===== src/rtl/key_event_pkg.sv =====
// Shared constants for the key event generator: FSM state encoding and event codes.
package key_event_pkg;

  typedef enum logic [1:0] {
    ST_IDLE    = 2'd0,
    ST_PRESS   = 2'd1,
    ST_HOLD    = 2'd2,
    ST_RELWAIT = 2'd3
  } state_t;

  localparam logic [1:0] EVT_SHORT  = 2'd0;
  localparam logic [1:0] EVT_LONG   = 2'd1;
  localparam logic [1:0] EVT_REPEAT = 2'd2;

endpackage


===== src/rtl/key_prio_enc.sv =====
// Lowest-index priority encoder over the debounced key lines.
module key_prio_enc #(
  parameter int WIDTH = 4,
  parameter int IW    = (WIDTH > 1) ? $clog2(WIDTH) : 1
) (
  input  logic [WIDTH-1:0] bits,
  output logic [IW-1:0]    idx,
  output logic             any
);

  // Scan from the top down so the lowest set bit is the last one written.
  always_comb begin
    any = |bits;
    idx = '0;
    for (int i = WIDTH - 1; i >= 0; i--) begin
      idx = bits[i] ? IW'(i) : idx;
    end
  end

endmodule


===== src/rtl/key_event.sv =====
// Key press classifier: SHORT / LONG (and REPEAT when KEY_EVENT_REPEAT_EN is defined)
// events for one tracked key, delivered through a valid/ready slot with sticky overflow.
module key_event
  import key_event_pkg::*;
#(
  parameter int WIDTH       = 4,
  parameter int LONG_TIME   = 50_000_000,
  parameter int REPEAT_TIME = 10_000_000,
  localparam int KW = (WIDTH > 1) ? $clog2(WIDTH) : 1,
  localparam int CW = (LONG_TIME > 1) ? $clog2(LONG_TIME) : 1
) (
  input  logic             clk,
  input  logic             rst,
  input  logic [WIDTH-1:0] key_lvl,
  output logic             evt_vld,
  input  logic             evt_rdy,
  output logic [KW-1:0]    evt_key,
  output logic [1:0]       evt_type,
  output logic             evt_ovf
);

  localparam logic [CW-1:0] LONG_LAST = CW'(LONG_TIME - 1);

  if (REPEAT_TIME > LONG_TIME) begin : g_bad_repeat
    $error("key_event: REPEAT_TIME must not exceed LONG_TIME");
  end

  state_t        state, state_nx;
  logic [CW-1:0] cnt, cnt_nx;
  logic [KW-1:0] key_idx, key_idx_nx;
  logic [KW-1:0] enc_idx;
  logic          enc_any;
  logic          held;
  logic          emit;
  logic [1:0]    emit_type;

  key_prio_enc #(.WIDTH(WIDTH), .IW(KW)) u_enc (
    .bits (key_lvl),
    .idx  (enc_idx),
    .any  (enc_any)
  );

  assign held = key_lvl[key_idx];

  // State, counter and tracked-key registers.
  always_ff @(posedge clk or posedge rst) begin
    if (rst) begin
      state   <= ST_IDLE;
      cnt     <= '0;
      key_idx <= '0;
    end else begin
      state   <= state_nx;
      cnt     <= cnt_nx;
      key_idx <= key_idx_nx;
    end
  end

  // Next-state and counter logic; release is tested before the threshold so it wins a tie.
  always_comb begin
    state_nx   = state;
    cnt_nx     = cnt;
    key_idx_nx = key_idx;
    case (state)
      ST_IDLE: begin
        cnt_nx = '0;
        if (enc_any) begin
          key_idx_nx = enc_idx;
          state_nx   = ST_PRESS;
        end else begin
          state_nx = ST_IDLE;
        end
      end
      ST_PRESS: begin
        if (!held) begin
          state_nx = ST_RELWAIT;
          cnt_nx   = '0;
        end else if (cnt == LONG_LAST) begin
          state_nx = ST_HOLD;
          cnt_nx   = '0;
        end else begin
          cnt_nx = cnt + CW'(1);
        end
      end
      ST_HOLD: begin
`ifdef KEY_EVENT_REPEAT_EN
        if (!held) begin
          state_nx = ST_RELWAIT;
          cnt_nx   = '0;
        end else if (cnt == CW'(REPEAT_TIME - 1)) begin
          cnt_nx = '0;
        end else begin
          cnt_nx = cnt + CW'(1);
        end
`else
        cnt_nx = '0;
        if (!held) begin
          state_nx = ST_RELWAIT;
        end else begin
          state_nx = ST_HOLD;
        end
`endif
      end
      ST_RELWAIT: begin
        cnt_nx = '0;
        if (key_lvl == '0) begin
          state_nx = ST_IDLE;
        end else begin
          state_nx = ST_RELWAIT;
        end
      end
      default: begin
        state_nx = ST_IDLE;
        cnt_nx   = '0;
      end
    endcase
  end

  // Event emission decoded from the current state and inputs.
  always_comb begin
    emit      = 1'b0;
    emit_type = EVT_SHORT;
    case (state)
      ST_PRESS: begin
        if (!held) begin
          emit      = 1'b1;
          emit_type = EVT_SHORT;
        end else if (cnt == LONG_LAST) begin
          emit      = 1'b1;
          emit_type = EVT_LONG;
        end else begin
          emit = 1'b0;
        end
      end
`ifdef KEY_EVENT_REPEAT_EN
      ST_HOLD: begin
        if (held && (cnt == CW'(REPEAT_TIME - 1))) begin
          emit      = 1'b1;
          emit_type = EVT_REPEAT;
        end else begin
          emit = 1'b0;
        end
      end
`endif
      default: begin
        emit      = 1'b0;
        emit_type = EVT_SHORT;
      end
    endcase
  end

  // Single-entry event slot: a new event replaces one being accepted, else it overflows.
  always_ff @(posedge clk or posedge rst) begin
    if (rst) begin
      evt_vld  <= 1'b0;
      evt_key  <= '0;
      evt_type <= 2'd0;
      evt_ovf  <= 1'b0;
    end else if (emit) begin
      if (!evt_vld || evt_rdy) begin
        evt_vld  <= 1'b1;
        evt_key  <= key_idx;
        evt_type <= emit_type;
      end else begin
        evt_ovf <= 1'b1;
      end
    end else if (evt_rdy) begin
      evt_vld <= 1'b0;
    end else begin
      evt_vld <= evt_vld;
    end
  end

endmodule


===== config.mk =====
export PLATFORM = sky130hd
export DESIGN_NAME = key_event
export DESIGN_NICKNAME = d
export VERILOG_FILES = /design/src/rtl/key_event_pkg.sv /design/src/rtl/key_prio_enc.sv /design/src/rtl/key_event.sv
export SDC_FILE = /design/constraint.sdc
export NUM_CORES = 1
export LEC_CHECK = 0
export CAP_MARGIN = 15
export CELL_PAD_IN_SITES_DETAIL_PLACEMENT = 0
export CELL_PAD_IN_SITES_GLOBAL_PLACEMENT = 2
export CORE_MARGIN = 2
export CORE_UTILIZATION = 36
export CTS_CLUSTER_SIZE = 25
export DETAILED_ROUTE_END_ITERATION = 16
export DONT_BUFFER_PORTS = 1
export PLACE_DENSITY_LB_ADDON = 0.2
export SLEW_MARGIN = 10
export SYNTH_ARGS = -nofsm -noshare
export SYNTH_HDL_FRONTEND = slang
export SYNTH_HIERARCHICAL = 1
export SYNTH_SLANG_ARGS = --single-unit

===== constraint.sdc =====
create_clock -name clk -period 1.6 [get_ports clk]
set_input_delay 0.24 -clock clk [delete_from_list [all_inputs] [get_ports clk]]
set_output_delay 0.24 -clock clk [all_outputs]
set_load 0.03 [all_outputs]

After elaboration in Yosys (flattened, before gate mapping) --
Cells that the tools add are included.
Storage, ports and cells: flip-flop bits (word level) 36, input port bits 7, output and inout port bits 6, logic and storage cells 51
Cells by class: add/subtract/negate cells 1, magnitude comparators 1, eq/ne operators 6, mux-type cells 24, bitwise operators 1, reduce and logical (&&, ||, !) cells 11
Operator list (count):
- $mux W26 | 2
- $pmux W26 S2 | 1
- $add A26 B1 Y26 const B | 1
- $eq A26 B26 Y1 const B | 1
- $mux W2 | 8
- $mux W1 | 11
- $pmux W2 S4 | 1
- $reduce_and A2 Y1 | 4
- $eq A2 B2 Y1 const B | 2
- $logic_not A4 Y1 | 1
- $reduce_or A4 Y1 | 1
- $lt A2 B3 Y1 const B | 1
- $ne A3 B3 Y1 const B | 1
- $reduce_or A3 Y1 | 1
- $bmux W1 S2 | 1
- $eq A2 B1 Y1 const B | 1
- $logic_not A2 Y1 | 1
- $ne A2 B1 Y1 const B | 1
- $reduce_bool A2 Y1 | 1
- $logic_not A1 Y1 | 1
- $logic_or A1 B1 Y1 | 1
- $not A1 Y1 | 1

Longest topological paths before layout --
Gate-level depths: netlist (run 1).
word-level depth 6, gate-level depth with buffers 6

By module --
Netlist (run 1), hierarchy kept.
Modules (own cells, without submodules):
- key_event | instances 1, cells an instance 192, area an instance 1893.1 µm²
- key_prio_enc | instances 1, cells an instance 7, area an instance 35.0 µm²

Least setup slack after synthesis (run 1) --
No wires, ideal clock.
path kind register -> register, start reg cnt[0], end reg cnt[2], setup time 0.121 ns, data arrival time 1.584 ns, setup slack -0.105 ns, stages on the path, launching flop included 7, period minus slack after synthesis 1.705 ns, cells stage by stage dfrtp_1 > ha_1 > and2_1 > nand4_1 > o211ai_2 > buf_2 > nor2_1
On the way: longest elaborated chain between the ends 4
RTL lines:
- start, declared | RTL line key_event.sv:29 | logic [CW-1:0] cnt, cnt_nx;
- start signal, assigned | RTL line key_event.sv:53 | cnt <= cnt_nx;
- $add A26 B1 Y26 / $eq A26 B26 Y1 (equally long branches) | RTL line key_event.sv:81, key_event.sv:77
- $mux W26 * | RTL line key_event.sv:77 | end else if (cnt == LONG_LAST) begin
- $mux W26 * | RTL line key_event.sv:74 | if (!held) begin
- $pmux W26 S2 * | RTL line key_event.sv:63 | case (state)
- via cnt_nx[2] | RTL line key_event.sv:29
Mark *: on every way through the listed nets, which the timed path passes. The rest lies on a longest branch. A chain may end at the register's enable or synchronous reset.

Worst setup path in the final report (run 1) --
start reg cnt[1], end reg evt_ovf
On the way: longest elaborated chain between the ends 5
RTL lines:
- $eq A26 B26 Y1 | RTL line key_event.sv:127 | end else if (cnt == LONG_LAST) begin
- $mux W1 | RTL line key_event.sv:127
- $mux W1 | RTL line key_event.sv:124 | if (!held) begin
- $mux W1 | RTL line key_event.sv:122 | case (state)
- $reduce_and A2 Y1 (no line)
- end signal, assigned | RTL line key_event.sv:157 | evt_ovf <= 1'b0;
- end signal, assigned | RTL line key_event.sv:164 | evt_ovf <= 1'b1;
- end, declared | RTL line key_event.sv:19 | output logic evt_ovf
No other way between the ends.

==> results.json, run 1 <==
{
  "status": "finished with violations",
  "violations": "setup timing",
  "finalHoldViolCount": 0,
  "rsz0062_at_grt": "true",
  "met2_usage": 0.279,
  "syn_to_final_growth_pct": 35.2,
  "core_mm2": 0.00514,
  "finalSetupViolCount": 31,
  "tritoncts": "built",
  "fin_crit_ns": 1.65,
  "drive_above_1_share": 0.363,
  "fillers": 521,
  "use_met1": 0.221,
  "cts_root_buf": "clkbuf_8",
  "r2r_cells": 6,
  "via_per_inst": 5.19,
  "start_util": 0.375,
  "syn_avg_cell_area_um2": 9.69,
  "dr.first_iter.drc_count": 62,
  "fmax_mhz": 606,
  "die_h_um": 77.2,
  "ys_seq_area_frac": 0.454,
  "required_ns": 1.81,
  "maxSlewViolCount": 0,
  "grt_pass1_vias": 1686,
  "r2r_start": "cnt[1]$_DFF_PP0_",
  "setup-tns-final_ns": -1.20,
  "seq_area_um2": 877,
  "reg2reg_slack_ns": -0.05,
  "syn_inst": 199,
  "endpoint_kind": "flop",
  "cp_max_fo": 5,
  "die-area_mm2": 0.00596,
  "clock_sinks": 35,
  "route.detailed.drc": 0,
  "syn_nets": 212,
  "ys_seq_elements": 35,
  "grt_pass1_wl_mm": 7.91,
  "synth.distinct_cells": 39,
  "power.density_mw_per_mm2": 996,
  "ios": 13,
  "dp_slack_ns": -0.139,
  "htree_num_levels": 2,
  "portBuffers": 0,
  "arrival_ns": 1.86,
  "clkTransAtPathRegs_ns": 0.08,
  "syn_area_mm2": 0.00193,
  "overflow": 0,
  "startpoint": "cnt[1]$_DFF_PP0_",
  "numCtsBuffers": 5,
  "wl_mm": 4.62,
  "grt_use_met3": 0.0282,
  "drt_first_pass_iters": 4,
  "multiInputGateArea_mm2": 0.00109,
  "track_usage": 0.170,
  "routabilityCongestion": 0.815,
  "holdCritStartpoint": "key_lvl[0]",
  "clk_latency_ns": 0.30,
  "maxCapViolations": 0,
  "top_usage_layer": "met2",
  "leakage_nw": 1.10,
  "fin_nets": 268,
  "vias": 1693,
  "worst_slack_ns": -0.0500,
  "wire_per_inst_um": 14.2,
  "instances_no_fill": 326,
  "dp.cells": 310,
  "synth_warnings": 6,
  "rows": 26,
  "fin_crit_sh": 1.03,
  "setup.worst_path.class": "flop to flop",
  "antenna_found_initial": 0,
  "detail-route-antenna-nets": 0,
  "hp-class": "input port to flop",
  "antenna_cells": 0,
  "cts_buffer_depth": 2,
  "peakVddDrop_mv": 0.725,
  "critPathLaunchType": "flop",
  "dieWidth_um": 77.2,
  "worst_hold_path.num_cells": 2,
  "grt_max_degree": 36,
  "holdPathEnd": "key_idx[0]$_DFFE_PP0P_",
  "fin_skew_ns": 0.0123,
  "timing.rr.end": "evt_ovf$_DFFE_PP0P_",
  "hpwlAfterDp_mm": 3.40
}
[report_power, final]
part	total, mW	leakage (nW)	internal [mW]	switching [mW]
sequential	1.13	0.467	0.982	0.148
clock	0.642	0.0412	0.304	0.337
combinational	0.826	0.591	0.389	0.437
[per-stage QoR]
stage	power, mW	utilization	hold slack (ns)	instance area, um2
global route	2.76	0.507	0.220	2610
global placement	1.82	0.457	0.264	2350
CTS	2.53	0.492	0.215	2530
floorplan	1.64	-	0.394	1940
finish	2.60	0.507	0.218	2610
detailed placement	1.85	0.457	0.260	2350
[worst max path at each step]
stage | end | slack, ns | cells past startpoint
4_1_cts | evt_ovf$_DFFE_PP0P_ | -0.06 | 6
5_1_grt | evt_ovf$_DFFE_PP0P_ | -0.17 | 5
3_3_place_gp | cnt[1]$_DFF_PP0_ | -0.11 | 6
6_report | evt_ovf$_DFFE_PP0P_ | -0.05 | 6
2_1_floorplan | cnt[19]$_DFF_PP0_ | -0.03 | 6
3_5_place_dp | cnt[1]$_DFF_PP0_ | -0.14 | 6
[repair_timing]
item	in CTS	in global routing
hold buffers	1	0
resized for setup	13	18
endpoints found under the setup margin	31	33
endpoints found under the hold margin	35	0
gates cloned	1	0
setup buffers	4	2
pin swaps	11	1
[registers in the layout (all words and copies together) (netlist names)]
register and flops:
evt_key 2, evt_type 1, evt_vld 1, state 2
cnt 26, key_idx 2, evt_ovf 1
[cell usage after synthesis]
cell type | count | area [um2]
o31ai_1 | 8 | 60.1
or3_1 | 4 | 25.0
o21a_1 | 2 | 15.0
a21oi_2 | 1 | 8.76
or4_1 | 6 | 45.0
nand3_1 | 13 | 65.1
clkbuf_1 | 2 | 7.51
o21ai_0 | 5 | 25.0
xnor2_1 | 5 | 43.8
o211ai_1 | 4 | 30.0
o21ba_2 | 1 | 10.0
and2_1 | 3 | 18.8
nor2b_1 | 1 | 6.26
nor2_1 | 18 | 67.6
buf_4 | 2 | 15.0
mux2_2 | 2 | 22.5
o22a_1 | 1 | 8.76
nor3_1 | 4 | 20.0
o41a_1 | 1 | 11.3
mux2i_1 | 2 | 20.0
inv_1 | 6 | 22.5
nor4bb_1 | 1 | 10.0
nand4_2 | 1 | 12.5
a21oi_1 | 10 | 50.1
o21bai_1 | 1 | 7.51
conb_1 | 1 | 3.75
o211ai_2 | 1 | 12.5
and4_1 | 3 | 26.3
nand4_1 | 11 | 68.8
ha_1 | 6 | 75.1
nor4_1 | 3 | 18.8
mux4_2 | 1 | 22.5
xor2_1 | 8 | 70.1
or4_4 | 1 | 11.3
dfrtp_1 | 35 | 876
nand2_1 | 15 | 56.3
and3_1 | 4 | 25.0
nand2b_1 | 3 | 18.8
buf_2 | 3 | 15.0
[cell type report]
type                    count  share of cell area
multi-input cells         151               0.419
flip-flops and latches     35               0.336
repair buffers             56               0.170
well taps                  70              0.0336
clock buffers               6              0.0278
inverters                   6             0.00864
clock inverters             2             0.00480
[metal layers]
metal  wire (um)  vias up  part of all wire
met5           0        -                 0
li1            -      836                 -
met4          80        0             0.017
met1        2160      834              0.47
met3          87        7             0.019
met2        2290       16              0.50
[logic make-up (layout without fill, tap and decap cells)]
family,after synthesis,in the layout,share of synthesized area
other cells,1,1,0.00194
mux,5,5,0.0337
xor+xnor,13,13,0.0591
simple gates,91,91,0.257
buf+inv,13,70,0.0311
flops,35,35,0.454
compound gates,35,35,0.124
fa+ha+maj,6,6,0.0389
[critical path, cell delays in order (launching register included)]
cell and delay (ns):
dfrtp_1 0.39, ha_2 0.22, and2_4 0.15, nand4_1 0.19, buf_4 0.22, o21a_4 0.22
o31ai_2 0.17
[cell usage in the layout (no fill, tap or decap), types with 2 or more instances in the layout]
cell / n
nand2_1: 14
nor4_1: 3
or4_4: 2
nand2b_1: 3
inv_1: 6
a21oi_2: 7
mux2_2: 2
nor3_1: 4
xor2_1: 8
or4_1: 5
buf_4: 49
nor2_1: 18
and2_4: 2
or3_1: 4
dfrtp_1: 34
nand4_1: 11
o21ai_0: 4
o31ai_1: 7
a21oi_1: 4
nand3_1: 11
mux2i_1: 2
and3_1: 2
o211ai_1: 4
buf_6: 4
nand3_2: 2
clkbuf_8: 5
and3_4: 2
xnor2_1: 5
ha_1: 4
ha_2: 2
Power figures use the tool's default switching activity.
==> inputs of run 2 (changes only) <==
- CELL_PAD_IN_SITES_DETAIL_PLACEMENT: 0 -> default
- CELL_PAD_IN_SITES_GLOBAL_PLACEMENT: 2 -> default
- CORE_MARGIN: 2 -> default
- CORE_UTILIZATION: 36 -> 55
==> run 2 against run 1 <==
  * The run still ends with setup timing left
  * Count of clock-buffer cells in the layout unchanged
  * Routed wire length up 17%
  * Die area down 37%
  * Non-clock buffer count increased by 3
  * Via count increased by 8.8%
  * Critical endpoint is now cnt[8]$_DFF_PP0_
  * Global-route usage rose by 9.8 points
  * Flip-flop and latch count unchanged
  * Hold slack got worse by 0.059 ns
  * Clock skew is 0.0024 ns higher
  * Sequential share of layout area grew 0.13 points
  * Largest cell class unchanged
  * Cell area shrank 0.38%
==> results.json, run 2 (synthesis results as in run 1) <==
{
  "maxCapViolations": 0,
  "power.density_mw_per_mm2": 985,
  "dp.cells": 280,
  "violations": "setup timing",
  "mostFrequentLayoutCell": "buf_4",
  "dieWidth_um": 61.2,
  "final_cell_mix": "buf_4, dfrtp_1, nor2_1",
  "worstPathCellList": "nor4bb_1 > nand4_1 > o211ai_4 > buf_6 > clkbuf_16 > nor2_2",
  "power.clock.fraction": 0.173,
  "grt_pass1_vias": 1733,
  "setup.worst_path.class": "flop to flop",
  "overflow": 0,
  "clkTransAtPathRegs_ns": 0.11,
  "grt_pass1_wl_mm": 7.22,
  "routabilityCongestion": 0.862,
  "wl_mm": 5.40,
  "route.detailed.drc": 0,
  "antenna_found_initial": 0,
  "arrival_ns": 2.14,
  "drt_first_pass_iters": 4,
  "core_mm2": 0.00334,
  "syn_to_final_growth_pct": 34.7,
  "ios": 13,
  "clock_sinks": 35,
  "tritoncts": "built",
  "crit_buf_inv": 2,
  "numCtsBuffers": 5,
  "drive_above_1_share": 0.389,
  "reg2reg_slack_ns": -0.31,
  "worst_slack_ns": -0.305,
  "critPathLaunchType": "flop",
  "required_ns": 1.84,
  "die-area_mm2": 0.00375,
  "rows": 21,
  "internal_power_mw": 1.61,
  "portBuffers": 0,
  "status": "finished with violations",
  "post-route-util": 0.778,
  "p_sw_mw": 0.945,
  "track_usage": 0.268,
  "grt_max_degree": 36,
  "fmax_mhz": 525,
  "vias": 1842,
  "largest_reg_flops": 26,
  "fin_crit_sh": 1.19,
  "swShare": 0.370,
  "die_h_um": 61.2,
  "fin_nets": 271,
  "antenna_cells": 0,
  "wire_per_inst_um": 17.8,
  "dp_slack_ns": -0.0911,
  "peakVddDrop_mv": 0.987,
  "leakage_nw": 1.11,
  "via_per_inst": 6.08,
  "cts_buffer_depth": 2,
  "path_delay_family": "simple AND/OR/NAND/NOR gates",
  "fin_crit_ns": 1.91,
  "finalSetupViolCount": 33,
  "finalPower_mw": 2.56,
  "timing.hold.ws_ns": 0.159,
  "hpwlAfterDp_mm": 3.25,
  "maxSlewViolCount": 0,
  "slowest_delay_ns": 0.41,
  "start_util": 0.578,
  "dr.first_iter.drc_count": 115,
  "rsz0062_at_grt": "true",
  "instances_no_fill": 303,
  "cts_root_buf": "clkbuf_4",
  "finalHoldViolCount": 0,
  "detail-route-antenna-nets": 0,
  "fin_skew_ns": 0.0147,
  "fillers": 229,
  "slowest_stage": "dfrtp_1",
  "hp-class": "input port to flop",
  "pwr-share-comb": 0.388,
  "top_register": "cnt",
  "clk_latency_ns": 0.35,
  "endpoint_kind": "flop",
  "htree_num_levels": 2,
  "cp_max_fo": 5,
  "pwr-share-seq": 0.440
}
## run 2: worst paths after layout
check                                  start                endpoint  cells past startpoint
setup / recovery           cnt[18]$_DFF_PP0_        cnt[8]$_DFF_PP0_                      6
hold / removal                    key_lvl[0]  key_idx[0]$_DFFE_PP0P_                      2
setup reg to reg           cnt[18]$_DFF_PP0_        cnt[8]$_DFF_PP0_                      6
hold reg to reg            cnt[22]$_DFF_PP0_       cnt[22]$_DFF_PP0_                      2
max in group asynchronous                rst        cnt[8]$_DFF_PP0_                      3
min in group asynchronous                rst       cnt[24]$_DFF_PP0_                      3
## run 2: through the flow
step           setup TNS (ns)  cell area (um2)
6_report                -8.25             2600
5_1_grt                 -8.71             2600
4_1_cts                -0.182             2420
3_5_place_dp           -0.727             2290
3_3_place_gp           -0.227             2290
2_1_floorplan          -0.444             1940
## run 2: what timing repair did
action,CTS,global route
gates resized for setup,12,25
hold buffers,1,0
buffers inserted,6,7
endpoints found under the hold margin,35,0
cloned,0,3
pin swaps,12,11
setup endpoints to repair,13,33
## run 2: power by group through the flow
stage | sequential [mW] | combinational, mW | clock, mW
final | 1.13 | 0.991 | 0.441
after global routing | 1.14 | 1.07 | 0.487
after CTS | 1.13 | 0.719 | 0.439
after detailed placement | 1.14 | 0.707 | 0
after global placement | 1.14 | 0.671 | 0
after floorplan | 1.13 | 0.510 | 0
## run 2: metal layers
metal | vias up | GRT usage | share of wire | routed length (um)
met1 | 905 | 0.304 | 0.39 | 2100
met5 | - | 0 | 0 | 0
met3 | 27 | 0.0693 | 0.047 | 251
met4 | 0 | 0.123 | 0.043 | 233
li1 | 842 | - | - | -
met2 | 68 | 0.472 | 0.52 | 2810
## run 2: layout make-up
cell class              count  area [um2]  area share
well taps                  46        57.6      0.0222
repair buffers             59         492       0.189
multi-input cells         151        1110       0.426
clock buffers               6        41.3      0.0159
flip-flops and latches     35         877       0.338
inverters                   6        22.5     0.00867
